## config.mk

```make
export PLATFORM = sky130hd
export DESIGN_NAME = fifo_ctrl
export DESIGN_NICKNAME = d
export VERILOG_FILES = /design/src/rtl/fifo_pkg.sv /design/src/rtl/fifo_ram.sv /design/src/rtl/fifo_ctrl.sv
export SDC_FILE = /design/constraint.sdc
export NUM_CORES = 1
export LEC_CHECK = 0
export BUFFER_PORTS_ARGS = -buffer_cell sky130_fd_sc_hd__buf_2
export CAP_MARGIN = 0
export CORE_ASPECT_RATIO = 0.9
export CORE_MARGIN = 2
export CORE_UTILIZATION = 59
export DETAILED_ROUTE_END_ITERATION = 8
export GPL_TIMING_DRIVEN = 0
export HOLD_SLACK_MARGIN = 0.15
export PLACE_DENSITY = 0.89
export SYNTH_ARGS = -nofsm -noshare
export SYNTH_HDL_FRONTEND = slang
export SYNTH_HIERARCHICAL = 1
export SYNTH_SLANG_ARGS = --single-unit
```

## constraint.sdc

```tcl
create_clock -name clk -period 3.24 [get_ports clk]
set_clock_uncertainty 0.2 [all_clocks]
set_input_delay 0.162 -clock clk [delete_from_list [all_inputs] [get_ports clk]]
set_output_delay 0.162 -clock clk [all_outputs]
set_load 0.005 [all_outputs]
```

## src/rtl/fifo_pkg.sv

```systemverilog
// Shared constants and helpers for the fifo_ctrl block.
package fifo_pkg;

  localparam int DEFAULT_WORD_SIZE = 10;
  localparam int DEFAULT_DEPTH     = 8;

  // Pointer width for a power-of-two depth; never narrower than one bit.
  function automatic int ptr_width(input int depth);
    return (depth > 1) ? $clog2(depth) : 1;
  endfunction

endpackage

```

## src/rtl/fifo_ram.sv

```systemverilog
// FIFO storage: one write port and one registered read port.
// The array itself is never reset; only the read register clears.
import fifo_pkg::*;

module fifo_ram #(
  parameter int WORD_SIZE = DEFAULT_WORD_SIZE,
  parameter int DEPTH     = DEFAULT_DEPTH,
  parameter int PTR       = ptr_width(DEFAULT_DEPTH)
) (
  input  logic                 clk,
  input  logic                 reset,
  input  logic                 we,
  input  logic [PTR-1:0]       waddr,
  input  logic [WORD_SIZE-1:0] wdata,
  input  logic                 re,
  input  logic [PTR-1:0]       raddr,
  output logic [WORD_SIZE-1:0] rdata
);

  logic [WORD_SIZE-1:0] mem [DEPTH];

  // Write port; no reset so stale words simply become unreachable.
  always_ff @(posedge clk) begin
    if (we) mem[waddr] <= wdata;
  end

  // Registered read; reads the pre-write value when addresses collide.
  always_ff @(posedge clk or posedge reset) begin
    if (reset)   rdata <= '0;
    else if (re) rdata <= mem[raddr];
  end

endmodule

```

## src/rtl/fifo_ctrl.sv

```systemverilog
// Synchronous FIFO controller: pointers, occupancy, status flags and
// optional sticky error flags. Define FIFO_ERR_FLAGS_EN to enable the
// overflow/underflow registers; otherwise both outputs are tied to 0.
import fifo_pkg::*;

module fifo_ctrl #(
  parameter int WORD_SIZE = DEFAULT_WORD_SIZE,
  parameter int DEPTH     = DEFAULT_DEPTH,
  parameter int AF_THRESH = 6,
  parameter int AE_THRESH = 2,
  localparam int PTR      = ptr_width(DEPTH)
) (
  input  logic                 clk,
  input  logic                 reset,
  input  logic                 push,
  input  logic                 pop,
  input  logic [WORD_SIZE-1:0] data_in,
  output logic [WORD_SIZE-1:0] data_out,
  output logic                 data_valid,
  output logic                 full,
  output logic                 empty,
  output logic                 almost_full,
  output logic                 almost_empty,
  output logic [PTR:0]         count,
  output logic                 overflow,
  output logic                 underflow
);

  localparam logic [PTR:0] DEPTH_CNT = (PTR+1)'(DEPTH);
  localparam logic [PTR:0] AF_CNT    = (PTR+1)'(AF_THRESH);
  localparam logic [PTR:0] AE_CNT    = (PTR+1)'(AE_THRESH);

  logic [PTR-1:0] wr_ptr;
  logic [PTR-1:0] rd_ptr;
  logic           push_acc;
  logic           pop_acc;

  // A full FIFO still takes a push when a pop frees the head slot.
  always_comb begin
    pop_acc  = pop && !empty;
    push_acc = push && (!full || pop);
  end

  // Status flags decoded from the registered occupancy.
  always_comb begin
    full         = (count == DEPTH_CNT);
    empty        = (count == '0);
    almost_full  = (count >= AF_CNT);
    almost_empty = (count <= AE_CNT);
  end

  // Pointers wrap naturally at DEPTH because DEPTH is a power of two.
  always_ff @(posedge clk or posedge reset) begin
    if (reset) begin
      wr_ptr <= '0;
      rd_ptr <= '0;
    end else begin
      if (push_acc) wr_ptr <= wr_ptr + 1'b1;
      if (pop_acc)  rd_ptr <= rd_ptr + 1'b1;
    end
  end

  // Occupancy: unchanged when a push and a pop are both accepted.
  always_ff @(posedge clk or posedge reset) begin
    if (reset) begin
      count <= '0;
    end else begin
      case ({push_acc, pop_acc})
        2'b10:   count <= count + 1'b1;
        2'b01:   count <= count - 1'b1;
        default: count <= count;
      endcase
    end
  end

  // Read strobe follows an accepted pop by exactly one cycle.
  always_ff @(posedge clk or posedge reset) begin
    if (reset) data_valid <= 1'b0;
    else       data_valid <= pop_acc;
  end

`ifdef FIFO_ERR_FLAGS_EN
  // Sticky error flags; only reset clears them.
  always_ff @(posedge clk or posedge reset) begin
    if (reset) begin
      overflow  <= 1'b0;
      underflow <= 1'b0;
    end else begin
      if (push && full && !pop) overflow  <= 1'b1;
      if (pop && empty)         underflow <= 1'b1;
    end
  end
`else
  assign overflow  = 1'b0;
  assign underflow = 1'b0;
`endif

  fifo_ram #(
    .WORD_SIZE (WORD_SIZE),
    .DEPTH     (DEPTH),
    .PTR       (PTR)
  ) u_ram (
    .clk   (clk),
    .reset (reset),
    .we    (push_acc),
    .waddr (wr_ptr),
    .wdata (data_in),
    .re    (pop_acc),
    .raddr (rd_ptr),
    .rdata (data_out)
  );

endmodule

```

# == Word level (Yosys, flattened, before mapping) ==
# Memories as Yosys holds them, arrays and structs flattened. A register that Yosys moved wholly into a read port is not among the register bits.
# Cells that the tools add are included.
# word_totals
reg_bits,11
mem_bits_rw,80
in_bits,14
elab_cells,24
n_memories,1
# mem_list
name,depth,width,rd,rd_clocked_by_memory_dff,write_ports,line,source
u_ram.mem,8,10,1,1,1,fifo_ram.sv:20,logic [WORD_SIZE-1:0] mem [DEPTH];
# classes
add_sub_neg,4
order_cmp,2
n_eq_ne,3
n_mux,3
n_reduce_logical,7
# op_table
operator,count
4-bit case mux with 2 select lines,1
3-bit by 1-bit adder with 3-bit output (second input constant),2
4-bit by 1-bit adder with 4-bit output (second input constant),1
4-bit == test (second input constant),1
4-bit by 3-bit greater-or-equal comparator with 1-bit output (second input constant),1
4-bit by 2-bit less-or-equal comparator with 1-bit output (second input constant),1
4-bit zero test,1
4-bit by 1-bit subtractor with 4-bit output (second input constant),1
2-bit by 1-bit == test with 1-bit output (second input constant),1
2-bit == test (second input constant),1
1-bit logical AND,2
1-bit zero test,2
1-bit 2-to-1 mux,2
2-bit nonzero test,1
1-bit logical OR,1

# == Longest topological paths before layout ==
# Gate-level depths: netlist (run 1).
# logic_depth
word_depth,6
depth_mapped,8
mapped_depth_nobuf,7

# == Cells and area by module ==
# The synthesis (run 1) kept the hierarchy.
# by_module_without_submodules
mod,instances,cells_each,area_each_um2
fifo_ram,1,209,3584.7
fifo_ctrl,1,63,675.6

# == Least setup slack after synthesis (run 1) ==
# OpenSTA, ideal clock, no wires.
# synth_path
path_type,reg-to-reg
start,register count[3]
end,register count[3]
setup_ns,0.134
arrival_time_ns,2.636
required_ns,2.906
setup_slack_ns,0.271
stages_incl_launch_ff,8
path_buffers,0
path_cell_list,dfrtp_1 -> o41ai_1 -> inv_1 -> ha_1 -> ha_1 -> or4b_2 -> o311ai_0 -> o211ai_1
# synth_via
word_cells_on_any_way,13
cone_classes,add/sub (2); eq/ne (3); mux (1); reduce/logical (7)
# synth_lines
element,line,source
"start, declared",fifo_ctrl.sv:24,"output logic [PTR:0] count,"
"start signal, assigned",fifo_ctrl.sv:69,2'b10: count <= count + 1'b1;
"start signal, assigned",fifo_ctrl.sv:70,2'b01: count <= count - 1'b1;
"start signal, assigned",fifo_ctrl.sv:71,default: count <= count;
4-bit zero test (*),fifo_ctrl.sv:47,empty = (count == '0);
1-bit zero test (*),fifo_ctrl.sv:40,pop_acc = pop && !empty;
1-bit logical AND (*),fifo_ctrl.sv:40,
via pop_acc,fifo_ctrl.sv:36,logic pop_acc;
2-bit by 1-bit == test with 1-bit output / 2-bit == test (equally long branches),fifo_ctrl.sv:68,"case ({push_acc, pop_acc})"
4-bit case mux with 2 select lines / 2-bit nonzero test (equally long branches),n/a,
# The timed path passes the listed nets; every way through them passes the cells marked *.
# A chain may end at the register's enable or synchronous reset.

# == Final worst setup path (run 1) ==
# layout_path
start,register count[2]
end,register count[3]
# layout_via
elab_chain_len,6
word_cells_on_any_way,13
cone_classes,add/sub (2); eq/ne (3); mux (1); reduce/logical (7)
# layout_rtl
element,line,source
4-bit == test,fifo_ctrl.sv:46,full = (count == DEPTH_CNT);
1-bit zero test,fifo_ctrl.sv:41,push_acc = push && (!full || pop);
1-bit logical OR,fifo_ctrl.sv:41,
1-bit logical AND,fifo_ctrl.sv:41,
2-bit by 1-bit == test with 1-bit output / 2-bit == test (equally long branches),fifo_ctrl.sv:68,
4-bit case mux with 2 select lines / 2-bit nonzero test (equally long branches),n/a,
# Several ways; a longest one is shown, not always the timed one.

==> impl_metrics.csv, run 1 <==
group,metric,value,unit
sta,drv_slew,0,
synthesis,netlist_area,4260,µm²
placement,dp_hpwl,5400,µm
global_routing,grt_pass1_wl,13700,µm
placement,dp.cells,399,
setup_path,crit_fanout,9,
power_and_ir_drop,vdd_ir_drop_max,478,µV
cts,htreeDepth,3,
worst_hold_path,whs_endpoint,"wr_ptr[2]",
power_and_ir_drop,p_per_area,849,nW/µm²
synthesis,synthTopCellsByArea,"edfxtp_1, dfrtp_1, mux2i_1",
global_routing,grt_overflow,0,
die,io_pins,35,
drt,post_drt_wl_per_cell,20.4,µm
cts,clk_latency,0.37,ns
sta,slew-limit-headroom,27.5,%
sta,final_hold_viol_count,0,
cts,cts-root-buf,"clkbuf_8",
synthesis,syn_avg_cell_area,15.7,µm²
sta,fin_crit_sh,93.6,%
die,die_x,93.6,µm
drt,drt_iter0_drc,211,
placement,placed_cell_area,4550,µm²
synthesis,synth_top_area_share,56.4,%
synthesis,synth_cell_types,44,
setup_path,reg2reg_to,"count[3]",
cts,postCtsSetupBuffers,0,
sta,final.setup.tns,0,ns
layout,nets,352,
drt,ant_nets,0,
worst_hold_path,whs_path_depth,1,
die,die_h,84.6,µm
sta,worst_pin_slew,1.08,ns
synthesis,synth_edf_count,80,
sta,min_period,3.03,ns
global_routing,antenna_found_initial,0,
global_routing,grt_max_degree,21,
outcome,status,"completed",
setup_path,ff2ff_setup_slack,0.21,ns
drt,wirelength,8790,µm
layout,fill_cells,438,
layout,drive_gt1_share,21.4,%
cts,cts.sinks,101,
power_and_ir_drop,leakagePower,0.00194,µW
setup_path,regToRegStartpoint,"count[2]",
worst_hold_path,hold_path.startpoint,"wr_ptr[2]",
setup_path,critPathRequiredTime,3.29,ns
drt,via_per_inst,5.99,
layout,utilization,70.1,%
layout,final_common_cell,"edfxtp_1",
synthesis,ys.flop_type,"edfxtp_1",
sta,setup_viol,0,
layout,fin_cells,430,
sta,max_freq,0.330,GHz
die,core-area,7040,µm²
worst_hold_path,hold_path.class,"register to register",
setup_path,endpoint_kind,"register",
layout,area_growth,15.9,%
setup_path,critPathKind,"register to register",
placement,portBuffers,32,
synthesis,ys_async_sr_fraction,20.8,%
job,max_cap_viol_count,0,
global_routing,grt_usage,23.9,%
cts,cts_tree,"built",
layout,final_cell_mix,"edfxtp_1, buf_2, mux2i_1",
layout,antenna_cells,0,
drt,first_pass_iters,5,
synthesis,yosysWarnings,6,
setup_path,cp-start-kind,"register",
sta,rsz0062_at_grt,"no",
global_routing,grt_pass1_vias,2584,
synthesis,ys_seq_elements,101,
cts,clockBufferDepth,2,
drt,drc,0,
cts,clk_pin_slew,0.10,ns
setup_path,critPathArrivalTime,3.08,ns
die,fp.dieArea,7920,µm²
die,fp-row-count,29,
placement,finalWeightedCongestion,0.790,
synthesis,ys_seq_area_share,68.7,%
layout,fin_area,4940,µm²
synthesis,synth_top_area_cell,"edfxtp_1",
setup_path,r2r_cells,7,
cts,numCtsBuffers,9,
die,start_util,60.5,%
synthesis,syn_inst,272,
drt,num_vias,2575,
## sequential cells by signal, summed over array words and instances (netlist names)
| name | flops |
|---|---|
| u_ram/mem | 80 |
| rd_ptr | 3 |
| u_ram/rdata | 10 |
| wr_ptr | 3 |
| data_valid | 1 |
| count | 4 |
## synthesized netlist by cell type (2+ instances only)
master    count
o211ai_1      2
dfrtp_1      21
nor3b_1       2
buf_6         3
a22oi_1      10
nand3_1      11
a41o_1       10
edfxtp_1     80
buf_2         2
and2b_1       6
nor3_1        2
nand2_1       7
clkbuf_1      2
inv_1         9
a21oi_1       2
nand2b_1      4
nor2_1        8
xnor2_1       5
a211o_1      10
ha_1          5
mux2i_1      31
buf_4         4
nor2b_1      15
## stage by stage
stage / worst slack [ns] / hold slack (ns) / power [µW]
floorplan: 0.271 / -0.198 / 2890
global placement: -0.0697 / -0.0154 / 3280
detailed placement: -0.169 / -0.00640 / 3360
CTS: 0.0620 / 0.320 / 4160
global route: 0.0326 / 0.348 / 4410
finish: 0.207 / 0.325 / 4190
## cell families (layout without fill, tap and decap cells)
logic type / count (synthesis) / after routing / share of synthesized area (%)
multiplexers: 33 / 33 / 7.90
flip-flops: 101 / 101 / 68.7
AO/OA/AOI/OAI: 41 / 41 / 8.31
XOR/XNOR: 6 / 6 / 1.23
AND/OR/NAND/NOR: 59 / 59 / 7.90
adder cells (fa/ha/maj): 6 / 6 / 1.94
other: 1 / 2 / 0.0880
buffers and inverters: 25 / 89 / 3.91
## cell type report
class	instances	area [µm²]	area share, %
sequential	101	2930	59.3
multi-input combinational	147	1210	24.4
timing repair buffer	48	315	6.39
buffer	16	133	2.69
clock buffer	9	124	2.51
tap	93	116	2.36
clock inverter	7	78.8	1.60
inverter	9	33.8	0.684
## repair_timing
action,4_1_cts,5_1_grt
hold endpoints to repair,108,0
setup endpoints to repair,1,1
hold buffers,15,0
resized for setup,1,4
## power breakdown
group | switching [µW] | internal, µW | leakage (µW)
logic | 843 | 695 | 0.000861
clock network | 471 | 307 | 0.000102
registers | 185 | 1690 | 0.000976
total | 1500 | 2690 | 0.00194
## critical path, stage by stage, from the launching register on
cell and delay (ns):
dfrtp_1 0.50, or4b_4 0.59, o21ai_4 0.20, ha_4 0.21, ha_1 0.29, or4b_2 0.63, o311ai_0 0.14, o211ai_1 0.13
## worst max path at each step
stage                  start  endpoint  slack, ns
floorplan           count[3]  count[3]       0.27
global placement    count[3]  count[3]      -0.07
detailed placement  count[3]  count[3]      -0.17
CTS                 count[3]  count[3]       0.06
global route        count[3]  count[3]       0.03
finish              count[2]  count[3]       0.21
## layer usage
metal	vias to the layer above	share of wire [%]	global-route usage (%)
li1	1152	-	-
met1	1283	41	32.9
met2	123	49	37.9
met3	17	7.9	6.28
met4	0	1.9	7.38
met5	-	0	0
Note: power is estimated with default switching activity, not from simulation.
==> inputs of run 2 (changes only) <==
- ABC_AREA: default -> 1
==> run 2 against run 1 <==
  * Register-to-register slack improved by 0.55 ns
  * Critical path depth decreased by 1
  * Combinational power increased by 8%
  * Critical path type unchanged
  * Critical endpoint is now u_ram/mem[2][5]
  * Largest cell class unchanged
==> impl_metrics.csv, run 2 <==
group,metric,value,unit
cts,postCtsSetupBuffers,0,
synthesis,synth_cell_types,26,
placement,finalWeightedCongestion,0.856,
power_and_ir_drop,clockPowerShare,17.5,%
power_and_ir_drop,seqPwrFrac,43.0,%
die,die_h,86.7,µm
setup_path,critPathArrivalTime,2.28,ns
cts,clockBufferDepth,2,
synthesis,synthTopCellsByArea,"edfxtp_1, nand2_1, dfrtp_1",
global_routing,antenna_found_initial,0,
job,max_cap_viol_count,0,
setup_path,slowest_delay,0.88,ns
sta,final.setup.tns,0,ns
setup_path,endpoint,"u_ram/mem[2][5]",
synthesis,yosysWarnings,6,
sta,max_freq,0.403,GHz
drt,wirelength,9980,µm
setup_path,regToRegStartpoint,"count[2]",
setup_path,crit_fanout,10,
cts,clk_latency,0.38,ns
synthesis,synth_top_area_cell,"edfxtp_1",
sta,worst_pin_slew,1.14,ns
power_and_ir_drop,total_power,4220,µW
setup_path,cpMaxStageDelayCell,"nor2_1",
sta,fin_crit_sh,76.6,%
layout,drive_gt1_share,18.6,%
cts,cts.sinks,101,
cts,numCtsBuffers,9,
global_routing,grt_pass1_wl,15200,µm
setup_path,endpoint_kind,"register",
setup_path,critPathKind,"register to register",
setup_path,cpMostUsedCell,"inv_1",
global_routing,grt_pass1_vias,3106,
drt,ant_nets,0,
die,io_pins,35,
drt,num_vias,3342,
sta,rsz0062_at_grt,"no",
synthesis,synth-adder-area-share,1.84,%
layout,largest-register,"u_ram/mem",
synthesis,synth_top_family_by_area,"simple AND/OR/NAND/NOR gates",
layout,area_growth,13.9,%
layout,final_common_cell,"nand2_1",
power_and_ir_drop,p_sw,1670,µW
setup_path,reg2reg_to,"u_ram/mem[2][5]",
layout,antenna_cells,0,
layout,fin_area,5110,µm²
worst_hold_path,hold_path.class,"register to register",
cts,htreeDepth,3,
synthesis,syn_inst,445,
synthesis,synth_common_cells,"nand2_1, edfxtp_1, nand3_1, inv_1, inv_2",
layout,largest_reg_flops,80,
die,die_x,95.9,µm
power_and_ir_drop,pwr-share-comb,39.5,%
drt,drt_iter0_drc,262,
setup_path,cp-start-kind,"register",
placement,placed_cell_area,4770,µm²
power_and_ir_drop,switching_share,39.6,%
setup_path,critPathRequiredTime,3.03,ns
sta,setup_viol,0,
power_and_ir_drop,internal_power,2550,µW
cts,cts_tree,"built",
sta,final_hold_viol_count,0,
sta,drv_slew,0,
synthesis,synth_simple_gate_area_share,21.6,%
setup_path,startpoint,"count[2]",
die,core-area,7470,µm²
sta,min_period,2.48,ns
layout,fill_cells,492,
synthesis,synth_compound_area_share,0.558,%
outcome,status,"completed",
synthesis,ys_async_sr_fraction,20.8,%
global_routing,grt_usage,25.4,%
synthesis,syn_avg_cell_area,10.1,µm²
drt,drc,0,
die,fp.dieArea,8320,µm²
synthesis,yosysMostFrequentCell,"nand2_1",
layout,final_cell_mix,"nand2_1, edfxtp_1, nand3_1",
layout,reg.largest.list,"u_ram/mem (80), u_ram/rdata (10), count (4)",
global_routing,grt_max_degree,19,
synthesis,ys_seq_elements,101,
setup_path,crit_chain,"inv_1, nand4_2, nand2_4, inv_1, nand2_1, nor2_1",
die,fp-row-count,30,
synthesis,synth_top_area_share,53.5,%
drt,via_per_inst,5.51,
power_and_ir_drop,vdd_ir_drop_max,345,µV
synthesis,synthXorXnorAreaFrac,0.976,%
drt,post_drt_wl_per_cell,16.5,µm
placement,dp_hpwl,6110,µm
cts,cts_resized,0,
worst_hold_path,whs_path_depth,2,
die,start_util,60.1,%
synthesis,netlist_area,4490,µm²
synthesis,ys.flop_type,"edfxtp_1",
synthesis,muxShareOfSynthArea,0,%
placement,portBuffers,32,
layout,nets,525,
setup_path,ff2ff_setup_slack,0.76,ns
sta,slew-limit-headroom,23.4,%
power_and_ir_drop,leakagePower,0.00237,µW
synthesis,ys_seq_area_share,65.2,%
synthesis,synth_edf_count,80,
power_and_ir_drop,p_per_area,825,nW/µm²
drt,first_pass_iters,6,
cts,cts-root-buf,"clkbuf_8",
global_routing,grt_overflow,0,
cts,clk_pin_slew,0.09,ns
setup_path,r2r_cells,6,
-- run 2: changes by cell type after synthesis, sizes merged, moves of 3 or more --
cell and change:
a211o -10, a22oi -10, a41o -10, and2b -6, buf +3, inv +72, mux2i -31, nand2 +143
nand2b -4, nand3 +53, nor2 +3, nor2b -15, o21ai +3
-- run 2: how the worst min path moves through the flow --
stage | end | startpoint | slack, ns
4_1_cts | u_ram/rdata[4] | u_ram/rdata[4] | 0.29
2_1_floorplan | u_ram/rdata[0] | reset | -0.20
3_5_place_dp | u_ram/rdata[8] | reset | -0.04
3_3_place_gp | u_ram/rdata[4] | reset | -0.06
5_1_grt | u_ram/rdata[1] | u_ram/rdata[1] | 0.30
6_report | u_ram/rdata[3] | u_ram/rdata[3] | 0.28
-- run 2: routing by layer --
layer	track usage [%]	vias up	wire length, µm
met2	40.1	207	4690
met1	32.1	1569	3930
li1	-	1529	-
met4	12.6	0	338
met5	0	-	0
met3	7.48	37	1030
-- run 2: repair_timing --
item                       CTS  global route
hold endpoints to repair   108             0
setup endpoints to repair    0             0
hold buffers                16             0
-- run 2: area by class of cell --
type                    count  area, µm²  area share, %
repair buffers             48        320           6.27
inverters                  81        307           6.00
clock inverters             7       55.1           1.08
flip-flops and latches    101       2930           57.3
clock buffers               9        124           2.42
multi-input cells         247       1130           22.1
plain buffers              17        129           2.52
well taps                  96        120           2.35
-- run 2: critical path, delay by kind of cell, from the launching register on --
family	cells	cell delay, ns
buffers and inverters	2	0.18
and+or+nand+nor	4	1.26
DFF	1	0.46
-- run 2: metrics by stage --
stage	setup WS [ns]	hold slack, ns	instances	util, %
after detailed placement	0.821	-0.0435	574	63.9
after global routing	0.632	0.304	606	68.4
after CTS	0.773	0.286	606	68.4
final	0.757	0.279	606	68.4
after global placement	0.877	-0.0620	574	63.9
after floorplan	1.13	-0.198	446	-
-- run 2: cell families (layout without fill, tap and decap cells) --
kind of cell,after synthesis,count (layout)
AND/OR/NAND/NOR,229,229
flip-flops,101,101
buffers and inverters,98,162
adder cells (fa/ha/maj),6,6
AO/OA/AOI/OAI,5,5
XOR/XNOR,5,5
other,1,2
-- run 2: power groups by stage --
stage / registers (µW) / logic [µW] / clock network, µW
6_report: 1810 / 1670 / 739
3_3_place_gp: 1820 / 1500 / 0
4_1_cts: 1810 / 1620 / 747
2_1_floorplan: 1820 / 1060 / 0
3_5_place_dp: 1840 / 1570 / 0
5_1_grt: 1830 / 1830 / 791
==> inputs of run 3 (changes only) <==
- CORE_UTILIZATION: 59 -> 54
- PLACE_DENSITY: 0.89 -> 0.86
- clock period: 3.24 -> 2.2 ns (I/O delays scaled with it)
==> run 3 against run 2 <==
  * Critical path type unchanged
  * Hold slack better by 0.0016 ns
  * The run now ends with negative setup slack left
  * Largest cell class unchanged
  * Sequential share of layout area is 0.66 points lower
  * Register-to-register slack worse by 0.90 ns
  * Combinational power is 54% higher
  * Sequential cell count stayed put
  * Maximum frequency is 5.9% higher
  * Sequential power is 46% higher
  * Setup slack worse by 0.90 ns
  * First-iteration DRC count is 1.1% higher
==> impl_metrics.csv, run 3 (synthesis gave the netlist of run 2 again) <==
group,metric,value,unit
layout,final_cell_mix,"nand2_1, edfxtp_1, nand3_1",
setup_path,crit_fanout,10,
layout,reg.largest.list,"u_ram/mem (80), u_ram/rdata (10), count (4)",
cts,cts.sinks,101,
drt,wirelength,9990,µm
placement,placed_cell_area,4780,µm²
layout,final_common_cell,"nand2_1",
setup_path,critPathKind,"register to register",
cts,cts_tree,"built",
sta,final.setup.tns,-2.68,ns
drt,post_drt_wl_per_cell,16.3,µm
sta,final_hold_viol_count,0,
die,fp-row-count,31,
layout,drive_gt1_share,21.5,%
drt,first_pass_iters,5,
drt,drt_iter0_drc,265,
outcome,status,"finished with violations",
setup_path,cp-start-kind,"register",
power_and_ir_drop,leakagePower,0.00238,µW
global_routing,antenna_found_initial,0,
die,die_h,90.5,µm
setup_path,endpoint_kind,"register",
layout,largest_reg_flops,80,
global_routing,grt_usage,23.4,%
cts,clockBufferDepth,2,
setup_path,critPathArrivalTime,2.15,ns
drt,highest_layer,"met4",
layout,utilization,64.1,%
die,core-area,8070,µm²
die,die_x,100,µm
sta,drv_slew,0,
drt,num_vias,3289,
die,start_util,55.6,%
cts,clk_latency,0.38,ns
power_and_ir_drop,vdd_ir_drop_max,711,µV
placement,portBuffers,32,
worst_hold_path,hold_path.class,"register to register",
sta,rsz0062_at_grt,"yes",
job,max_cap_viol_count,0,
layout,largest-register,"u_ram/mem",
cts,numCtsBuffers,9,
die,fp.dieArea,9060,µm²
layout,area_growth,15.3,%
placement,finalWeightedCongestion,0.845,
outcome,violations,"negative setup slack",
drt,ant_nets,0,
sta,setup_viol,21,
cts,cts-root-buf,"clkbuf_8",
sta,slew-limit-headroom,28.8,%
layout,fin_area,5170,µm²
drt,drc,0,
die,io_pins,35,
layout,nets,528,
power_and_ir_drop,p_per_area,1220,nW/µm²
global_routing,grt_overflow,0,
global_routing,grt_max_degree,19,
layout,antenna_cells,0,
drt,via_per_inst,5.38,
sta,min_period,2.34,ns
global_routing,grt_pass1_vias,3130,
placement,dp.cells,577,
drt,met2_length,4830,µm
placement,place_ws,-0.250,ns
cts,htreeDepth,3,
drt,wl_met1,3820,µm
drt,route.met3.wl,1060,µm
sta,fin_crit_sh,107,%
sta,worst_slack,-0.144,ns
layout,fin_cells,611,
cts,clk_pin_slew,0.10,ns
sta,max_freq,0.427,GHz
global_routing,grt_pass1_wl,15300,µm
sta,worst_pin_slew,1.06,ns
placement,dp_hpwl,6170,µm
setup_path,critPathRequiredTime,2.00,ns
## run 3: metal layers
layer,global-route usage (%),up-vias
met5,0,-
met4,11.1,0
met3,7.20,30
met2,37.7,189
met1,28.8,1538
li1,-,1532
## run 3: path summary, 6_finish.rpt
kind	start	end	slack, ns	cells after the start
hold reg to reg	u_ram/rdata[3]	u_ram/rdata[3]	0.28	2
setup / recovery	count[3]	u_ram/mem[5][2]	-0.14	5
setup reg to reg	count[3]	u_ram/mem[5][2]	-0.14	5
max in group asynchronous	reset	u_ram/rdata[7]	0.79	4
hold / removal	u_ram/rdata[3]	u_ram/rdata[3]	0.28	2
min in group asynchronous	reset	rd_ptr[2]	0.62	4
## run 3: final cells by class
class / instances / area [µm²]
plain buffers: 17 / 129
clock buffers: 9 / 124
clock inverters: 6 / 53.8
fillers: 602 / 2890
inverters: 81 / 307
multi-input cells: 247 / 1170
flip-flops and latches: 101 / 2930
well taps: 99 / 124
repair buffers: 51 / 338
## run 3: critical path, stage by stage, from the launching register on
cell	delay (ns)
dfrtp_1	0.45
nand4_4	0.15
nand2_4	0.08
inv_1	0.09
nand2_1	0.14
nor2_1	0.85
## run 3: through the flow
step           power [µW]  hold WS (ns)
2_1_floorplan        4240        -0.250
3_3_place_gp         4900       -0.0765
3_5_place_dp         5030       -0.0565
4_1_cts              6240         0.285
5_1_grt              6690         0.317
6_report             6330         0.281
## run 3: report_power, final
part	leakage [µW]	switching (µW)	internal [µW]
registers	0.000980	203	2450
clock network	0.0000890	677	429
logic	0.00131	1640	932
total	0.00238	2520	3810
## run 3: what timing repair did
action,4_1_cts,5_1_grt
setup buffers,5,0
pin swaps,1,0
endpoints found under the hold margin,109,0
hold buffers,14,0
resized for setup,6,9
setup endpoints to repair,82,49
